`src/rtl/seq_det_pkg.sv`:
```
// Shared FSM type and default widths for the serial pattern detector.
package seq_det_pkg;

    typedef enum logic [0:0] {
        StIdle,
        StShift
    } state_t;

    localparam int unsigned DefDataW = 8;
    localparam int unsigned DefPatW  = 4;
    localparam int unsigned DefCntW  = 8;

endpackage

```
`src/rtl/seq_det_core.sv`:
```
// Bit-serial pattern-match core: history shift register, fill counter, registered match.
// Build option SEQDET_NONOVERLAP_EN: clear the fill counter on a match (non-overlapping).
module seq_det_core
    import seq_det_pkg::*;
#(
    parameter int unsigned PAT_W = DefPatW
) (
    input  logic             clk,
    input  logic             rstn,
    input  logic             clr,
    input  logic             bit_valid,
    input  logic             bit_in,
    input  logic [PAT_W-1:0] pattern,
    output logic             match
);

    localparam int unsigned      FillW    = $clog2(PAT_W + 1);
    localparam logic [FillW-1:0] FillFull = FillW'(PAT_W);

    logic [PAT_W-1:0] hist_q, hist_d;
    logic [FillW-1:0] fill_q, fill_d;
    logic             match_q, match_d;

    always_comb begin
        hist_d  = hist_q;
        fill_d  = fill_q;
        match_d = 1'b0;
        if (clr) begin
            hist_d = '0;
            fill_d = '0;
        end else if (bit_valid) begin
            hist_d = {hist_q[PAT_W-2:0], bit_in};
            if (fill_q != FillFull) begin
                fill_d = fill_q + FillW'(1);
            end
            match_d = (fill_d == FillFull) && (hist_d == pattern);
`ifdef SEQDET_NONOVERLAP_EN
            if (match_d) begin
                fill_d = '0;
            end
`else
`endif
        end
    end

    always_ff @(posedge clk or posedge rstn) begin
        if (rstn) begin
            hist_q  <= '0;
            fill_q  <= '0;
            match_q <= 1'b0;
        end else begin
            hist_q  <= hist_d;
            fill_q  <= fill_d;
            match_q <= match_d;
        end
    end

    assign match = match_q;

endmodule

```
`src/rtl/seq_det_ctrl.sv`:
```
// Sequencing controller: word handshake, MSB-first serializer, match counter and sticky irq.
// Overlap behaviour of the core is selected by SEQDET_NONOVERLAP_EN.
module seq_det_ctrl
    import seq_det_pkg::*;
#(
    parameter int unsigned DATA_W = DefDataW,
    parameter int unsigned PAT_W  = DefPatW,
    parameter int unsigned CNT_W  = DefCntW
) (
    input  logic              clk,
    input  logic              rstn,
    input  logic              cfg_we,
    input  logic [PAT_W-1:0]  cfg_pattern,
    input  logic [CNT_W-1:0]  cfg_threshold,
    input  logic              in_valid,
    input  logic [DATA_W-1:0] in_data,
    output logic              in_ready,
    output logic              busy,
    output logic              match_pulse,
    output logic [CNT_W-1:0]  match_count,
    output logic              irq,
    input  logic              irq_clr
);

    localparam int unsigned    BcW     = (DATA_W > 1) ? $clog2(DATA_W) : 1;
    localparam logic [BcW-1:0] LastBit = BcW'(DATA_W - 1);

    state_t            state_q, state_d;
    logic [DATA_W-1:0] shreg_q, shreg_d;
    logic [BcW-1:0]    bit_cnt_q, bit_cnt_d;
    logic [PAT_W-1:0]  pattern_q;
    logic [CNT_W-1:0]  thresh_q;
    logic [CNT_W-1:0]  count_q, count_d;
    logic              irq_q, irq_d;

    logic last_bit;
    logic accept;
    logic cfg_ok;
    logic core_match;

    assign last_bit = (state_q == StShift) && (bit_cnt_q == LastBit);
    assign in_ready = (state_q == StIdle) || last_bit;
    assign accept   = in_valid && in_ready;
    assign cfg_ok   = cfg_we && (state_q == StIdle);

    always_comb begin
        state_d   = state_q;
        shreg_d   = shreg_q;
        bit_cnt_d = bit_cnt_q;
        unique case (state_q)
            StIdle: begin
                if (accept) begin
                    shreg_d   = in_data;
                    bit_cnt_d = '0;
                    state_d   = StShift;
                end
            end
            StShift: begin
                shreg_d   = {shreg_q[DATA_W-2:0], 1'b0};
                bit_cnt_d = bit_cnt_q + BcW'(1);
                if (last_bit) begin
                    // Reload on the last bit keeps back-to-back words bubble-free.
                    if (accept) begin
                        shreg_d   = in_data;
                        bit_cnt_d = '0;
                    end else begin
                        state_d = StIdle;
                    end
                end
            end
            default: state_d = StIdle;
        endcase
    end

    always_comb begin
        count_d = count_q;
        irq_d   = irq_q;
        if (irq_clr) begin
            irq_d = 1'b0;
        end
        // Set beats clear; a saturated counter never re-triggers.
        if (core_match && (count_q != '1)) begin
            count_d = count_q + CNT_W'(1);
            if ((thresh_q != '0) && (count_d == thresh_q)) begin
                irq_d = 1'b1;
            end
        end
        if (cfg_ok) begin
            count_d = '0;
            irq_d   = 1'b0;
        end
    end

    always_ff @(posedge clk or posedge rstn) begin
        if (rstn) begin
            state_q   <= StIdle;
            shreg_q   <= '0;
            bit_cnt_q <= '0;
            pattern_q <= '0;
            thresh_q  <= '0;
            count_q   <= '0;
            irq_q     <= 1'b0;
        end else begin
            state_q   <= state_d;
            shreg_q   <= shreg_d;
            bit_cnt_q <= bit_cnt_d;
            count_q   <= count_d;
            irq_q     <= irq_d;
            if (cfg_ok) begin
                pattern_q <= cfg_pattern;
                thresh_q  <= cfg_threshold;
            end
        end
    end

    seq_det_core #(
        .PAT_W(PAT_W)
    ) u_core (
        .clk      (clk),
        .rstn     (rstn),
        .clr      (cfg_ok),
        .bit_valid(state_q == StShift),
        .bit_in   (shreg_q[DATA_W-1]),
        .pattern  (pattern_q),
        .match    (core_match)
    );

    assign busy        = (state_q == StShift);
    assign match_pulse = core_match;
    assign match_count = count_q;
    assign irq         = irq_q;

endmodule

```
`config.mk`:
```
export PLATFORM = sky130hd
export DESIGN_NAME = seq_det_ctrl
export DESIGN_NICKNAME = d
export VERILOG_FILES = /design/src/rtl/seq_det_pkg.sv /design/src/rtl/seq_det_core.sv /design/src/rtl/seq_det_ctrl.sv
export SDC_FILE = /design/constraint.sdc
export NUM_CORES = 1
export LEC_CHECK = 0
export CAP_MARGIN = 20
export CORE_MARGIN = 2
export CORE_UTILIZATION = 40
export CTS_BUF_LIST = sky130_fd_sc_hd__clkbuf_2
export CTS_CLUSTER_SIZE = 24
export DETAILED_ROUTE_END_ITERATION = 12
export PLACE_DENSITY = 0.66
export SKIP_CTS_REPAIR_TIMING = 1
export SLEW_MARGIN = 30
export SYNTH_ARGS = -nofsm -noshare
export SYNTH_HDL_FRONTEND = slang
export SYNTH_SLANG_ARGS = --single-unit
```
`constraint.sdc`:
```
create_clock -name clk -period 1.5 [get_ports clk]
set_input_delay 0.3 -clock clk [delete_from_list [all_inputs] [get_ports clk]]
set_output_delay 0.3 -clock clk [all_outputs]
set_load 0.01 [all_outputs]
```
* After elaboration in Yosys (flattened, before gate mapping)
Index checks and enable logic that the tools add are counted.
** Word-level totals
- Register bits after elaboration :: 40
- Input port bits :: 25
- Logic and storage cells :: 57
** Operators by class
- $add $sub $neg :: 3
- Eq/ne operators :: 7
- Mux-type cells :: 26
- Bitwise operators :: 1
- Reduce and logical (&&, ||, !) cells :: 10
** Operators with widths (count)
- $mux 8 :: 5
- $mux 3 :: 10
- $pmux 8 s2 :: 1
- $add 8x1->8 const B :: 1
- $eq 8x8->1 :: 1
- $mux 1 :: 8
- $ne 8x8->1 const B :: 1
- $reduce_bool 8->1 :: 1
- $add 3x1->3 const B :: 2
- $eq 3x3->1 const B :: 2
- $logic_and 1x1->1 :: 6
- $pmux 3 s2 :: 1
- $eq 4x4->1 :: 1
- $reduce_bool 2->1 :: 2
- $ne 3x3->1 const B :: 1
- $ne 2x2->1 const B :: 1
- $pmux 1 s2 :: 1
- $logic_or 1x1->1 :: 1
- $not 1->1 :: 1

* Depth between registers and ports, before layout
- Depth in word-level cells :: 8
- Mapped depth :: 7
- Depth with buffers taken out :: 6

* Cells and area by module
From an unflattened synthesis, not the netlist that was laid out.
** Unflattened totals
- Cell total of the unflattened synthesis :: 197
- Area, all modules :: 2082.0 um^2
** By module, submodules not included
- seq_det_ctrl :: times used 1, cells an instance 158, area an instance 1682.9 um^2, sequential area each 825.8 um^2
- seq_det_core :: times used 1, cells an instance 39, area an instance 399.1 um^2, sequential area each 175.2 um^2

* Worst setup path before layout
Ideal clock, no wire load.
- Path type :: reg-to-reg
- Start :: register count_q[0] (netlist: match_count[0])
- End :: register count_q[4] (netlist: match_count[4])
- Setup time :: 132 ps
- Arrival :: 1638 ps
- Data required time :: 1368 ps
- Slack :: -270 ps
- Stages on the path, launching flop included :: 8
- Clock period less this slack :: 1770 ps
- Cells stage by stage :: dfrtp_1 -> ha_1 -> nand4_1 -> o21a_1 -> buf_2 -> nand4_1 -> xor2_1 -> nor2_1
** On the way
- Longest elaborated chain between the ends :: 3
- Elaborated cells on any way between the ends :: 6
- Classes of those cells :: add/sub (1); eq/ne (1); mux (2); reduce/logical (2)
** RTL lines
- start, declared :: RTL line seq_det_ctrl.sv:33 : logic [CNT_W-1:0] count_q, count_d;
- start signal, assigned :: RTL line seq_det_ctrl.sv:107 : count_q <= count_d;
- $add 8x1->8 / $ne 8x8->1 (equally long branches) :: RTL line seq_det_ctrl.sv:83, seq_det_ctrl.sv:82
- $mux 8 / $logic_and 1x1->1 (equally long branches) :: RTL line seq_det_ctrl.sv:82 : if (core_match && (count_q != '1)) begin
- $mux 8 / $reduce_bool 2->1 (equally long branches)
Several ways; a longest one is shown, not always the timed one. The select of a mux whose other input is x is not followed.
A chain may end at the register's enable or synchronous reset.

* Worst setup path in the final report
- Start :: register bit_cnt_q[1]
- End :: output in_ready
** On the way
- Longest elaborated chain between the ends :: 3
** RTL lines
- start, declared :: RTL line seq_det_ctrl.sv:30 : logic [BcW-1:0] bit_cnt_q, bit_cnt_d;
- start signal, assigned :: RTL line seq_det_ctrl.sv:106 : bit_cnt_q <= bit_cnt_d;
- $eq 3x3->1 :: RTL line seq_det_ctrl.sv:41 : assign last_bit = (state_q == StShift) && (bit_cnt_q == LastBit);
- $logic_and 1x1->1 :: RTL line seq_det_ctrl.sv:41
- $logic_or 1x1->1 :: RTL line seq_det_ctrl.sv:42 : assign in_ready = (state_q == StIdle) || last_bit;
- end, declared :: RTL line seq_det_ctrl.sv:17 : output logic in_ready,
Every way passes these cells.

==> impl_metrics.sql <==
INSERT INTO impl_metrics (metric_group, metric, value, unit) VALUES
('run_status', 'run_status', 'finished, violations left', ''),
('run_status', 'failed_checks', 'negative setup slack', ''),
('power', 'power.static_leakage', '1.46', 'nW'),
('setup_path', 'slowest_stage', 'sky130_fd_sc_hd__dfrtp_1', ''),
('die', 'dieWidth', '76.7', 'um'),
('setup_path', 'critPathCaptureType', 'primary output', ''),
('final_layout', 'num-nets-final', '314', ''),
('yosys', 'synth_compound_gate_area_share', '14.0', '%'),
('setup_path', 'regToRegSetupSlack', '-0.15', 'ns'),
('cts', 'max-clock-path-buffers', '2', ''),
('sta', 'finalHoldViolCount', '0', ''),
('sta', 'final.setup_skew', '0.0260', 'ns'),
('hold_path', 'worstHoldPathType', 'input pin to async pin', ''),
('cts', 'clkSlewWorstSetupHoldPaths', '0.24', 'ns'),
('setup_path', 'critical_path.top_delay_family', 'flip-flops', ''),
('grt', 'maximum_number_of_pins_on_one_net_before_global_route_repair', '41', ''),
('yosys', 'main_combinational_cell_family_by_area_after_synthesis', 'simple AND/OR/NAND/NOR gates', ''),
('final_layout', 'fin_area', '3050', 'sq um'),
('sta', 'finalCriticalPeriod', '1.77', 'ns'),
('cts', 'cts-htree-levels', '2', ''),
('drt', 'total_via_count_after_detailed_routing', '1788', ''),
('setup_path', 'critical_path_required', '1.20', 'ns'),
('drt', 'drtIter0Drc', '87', ''),
('yosys', 'postSynthRegisterBits', '40', ''),
('sta', 'hold_slack', '0.188', 'ns'),
('drt', 'detail-route-antenna-nets', '0', ''),
('power', 'power_per_cell_area', '1710', 'nW/um^2'),
('cts', 'clk-insertion-delay-late', '0.42', 'ns'),
('grt', 'first_global_vias', '1682', ''),
('drt', 'total_routed_wirelength', '4660', 'um'),
('setup_path', 'setup.worst_path.start_class', 'flop', ''),
('die', 'num_io_pins', '37', ''),
('sta', 'worst_slew_pin_slew', '0.285', 'ns'),
('cts', 'cts_tree', 'done', ''),
('sta', 'final-max-slew-violation-count', '0', ''),
('yosys', 'avgSynthCellArea', '10.0', 'sq um'),
('setup_path', 'critPathKind', 'flop to primary output', ''),
('place', 'port_bufs', '36', ''),
('setup_path', 'crit-reg2reg-capture', 'irq', ''),
('place', 'detailed_place.area', '2770', 'sq um'),
('yosys', 'synth_fp_nets', '241', ''),
('yosys', 'synthMuxAreaShare', '7.35', '%'),
('yosys', 'synthesis.yosys.warnings', '0', ''),
('setup_path', 'crit_buf_inv', '1', ''),
('die', 'floorplan.core_area', '5110', 'sq um'),
('yosys', 'synth_adder_area_share', '2.96', '%'),
('drt', 'routedWlPerCell', '13.1', 'um'),
('grt', 'grt_pass1_wl', '7670', 'um'),
('setup_path', 'arrival', '1.47', 'ns'),
('sta', 'max-slew-margin-rel', '80.9', '%'),
('cts', 'clock-root-buffer', 'sky130_fd_sc_hd__clkbuf_2', ''),
('die', 'design.die.area', '5880', 'sq um'),
('power', 'max-vdd-ir-drop', '692', 'uV'),
('final_layout', 'drive_above_1_share', '34.7', '%'),
('run', 'max_cap_viol_count', '0', ''),
('setup_path', 'r2r_start', 'match_count[0]', ''),
('final_layout', 'diodes', '0', ''),
('yosys', 'xor_xnor_share_of_the_synthesized_area', '8.71', '%'),
('setup_path', 'path_cells', 'ha_2 -> ha_4 -> nand2b_4 -> buf_6', ''),
('place', 'gp_congestion', '0.823', ''),
('yosys', 'mappedNetlistArea', '2110', 'sq um'),
('cts', 'cts_inserted_buffers', '5', ''),
('die', 'rows', '26', ''),
('die', 'initial_utilization', '41.4', '%'),
('grt', 'grt_antenna_before_repair', '0', ''),
('yosys', 'synthCells', '211', ''),
('sta', 'maximum_operating_frequency', '566', 'MHz'),
('setup_path', 'cpPeakStageDelay', '0.44', 'ns'),
('sta', 'final-setup-viol-count', '7', ''),
('setup_path', 'worst-r2r-cell-count', '6', ''),
('sta', 'final_critical_path_setup_slack', '-0.268', 'ns');
-- worst min-delay path: stages --
cell,delay [ns]
sky130_fd_sc_hd__clkdlybuf4s50_1,0.39
sky130_fd_sc_hd__inv_1,0.09
sky130_fd_sc_hd__buf_12,0.24
-- cells in the final DEF, fill, tap and decap left out, drive strengths merged, types with 2 or more instances in the layout --
cell type / count
a22o: 2
mux2: 12
ha: 5
o2111ai: 2
clkbuf: 9
buf: 43
a21oi: 11
nor3: 3
nor2: 19
nor2b: 2
o211ai: 2
nand2: 15
o21ai: 7
nand2b: 6
mux2i: 2
nand3: 6
xor2: 12
inv: 12
nand4b: 2
xnor2: 9
and3: 3
nand4: 2
dfrtp: 40
a31oi: 7
dlymetal6s2s: 7
o22ai: 7
clkdlybuf4s50: 24
-- stage by stage --
stage	utilization [%]	instances	total power, mW	setup WS [ns]	TNS, ns
2_1_floorplan	-	211	3.43	-0.125	-0.439
3_3_place_gp	54.3	335	4.27	-0.238	-3.66
3_5_place_dp	54.3	335	4.33	-0.303	-4.77
4_1_cts	55.2	343	4.84	-0.716	-5.36
5_1_grt	59.8	355	5.66	-0.330	-1.77
6_report	59.8	355	5.22	-0.268	-0.585
-- layout make-up --
type	instances	area (sq um)	share of cell area, %
flip-flops and latches	40	1010	33.0
clock inverters	3	21.3	0.697
clock buffers	5	25.0	0.820
well taps	70	87.6	2.87
multi-input cells	148	1150	37.7
inverters	11	41.3	1.35
repair buffers	78	718	23.5
-- cell families (layout without fill, tap and decap cells) --
family          after synthesis  count (layout)
simple gates                 63              63
mux                          14              14
xor+xnor                     21              21
fa+ha+maj                     5               5
buf+inv                      23              97
compound gates               45              45
flops                        40              40
-- flip-flops by register name (all words and copies together), names as in the netlist --
register,flops
bit_cnt_q,3
busy,1
irq,1
match_count,8
pattern_q,4
shreg_q,8
thresh_q,8
u_core.fill_q,3
u_core.hist_q,3
u_core.match,1
-- synthesized netlist by cell type (3+ instances only) --
library cell	number	area share, %
sky130_fd_sc_hd__mux2_2	12	6.4
sky130_fd_sc_hd__nand2_1	15	2.7
sky130_fd_sc_hd__a21oi_1	11	2.6
sky130_fd_sc_hd__nor3_1	3	0.71
sky130_fd_sc_hd__clkbuf_1	8	1.4
sky130_fd_sc_hd__o21ai_0	7	1.7
sky130_fd_sc_hd__inv_1	11	2.0
sky130_fd_sc_hd__nand3_1	5	1.2
sky130_fd_sc_hd__dfrtp_1	40	47
sky130_fd_sc_hd__xor2_1	12	5.0
sky130_fd_sc_hd__xnor2_1	9	3.7
sky130_fd_sc_hd__ha_1	5	3.0
sky130_fd_sc_hd__o22ai_1	7	2.1
sky130_fd_sc_hd__nor2_1	19	3.4
sky130_fd_sc_hd__and3_1	3	0.89
sky130_fd_sc_hd__nand2b_1	6	1.8
sky130_fd_sc_hd__a31oi_1	7	2.1
-- metal layers --
| layer | track usage (%) | wire length [um] | up-vias |
|---|---|---|---|
| met2 | 24.6 | 2160 | 34 |
| met5 | 0 | 0 | - |
| li1 | - | - | 890 |
| met4 | 4.91 | 52 | 0 |
| met3 | 4.47 | 163 | 6 |
| met1 | 22.4 | 2290 | 858 |
-- how the worst max path moves through the flow --
stage	slack [ns]	to	from	depth (start not counted)
floorplan	-0.12	irq	match_count[0]	6
global placement	-0.24	thresh_q[0]	cfg_we	4
detailed placement	-0.30	thresh_q[1]	cfg_we	4
CTS	-0.72	in_ready	bit_cnt_q[0]	4
global route	-0.33	in_ready	bit_cnt_q[1]	4
finish	-0.27	in_ready	bit_cnt_q[1]	4
-- report_power, final --
part	switching, mW	internal (mW)	total [mW]
clock network	0.392	0.118	0.509
registers	0.385	1.56	1.95
logic	1.20	1.56	2.76
total	1.97	3.24	5.22
No activity file was read; power rests on OpenSTA's default activity.
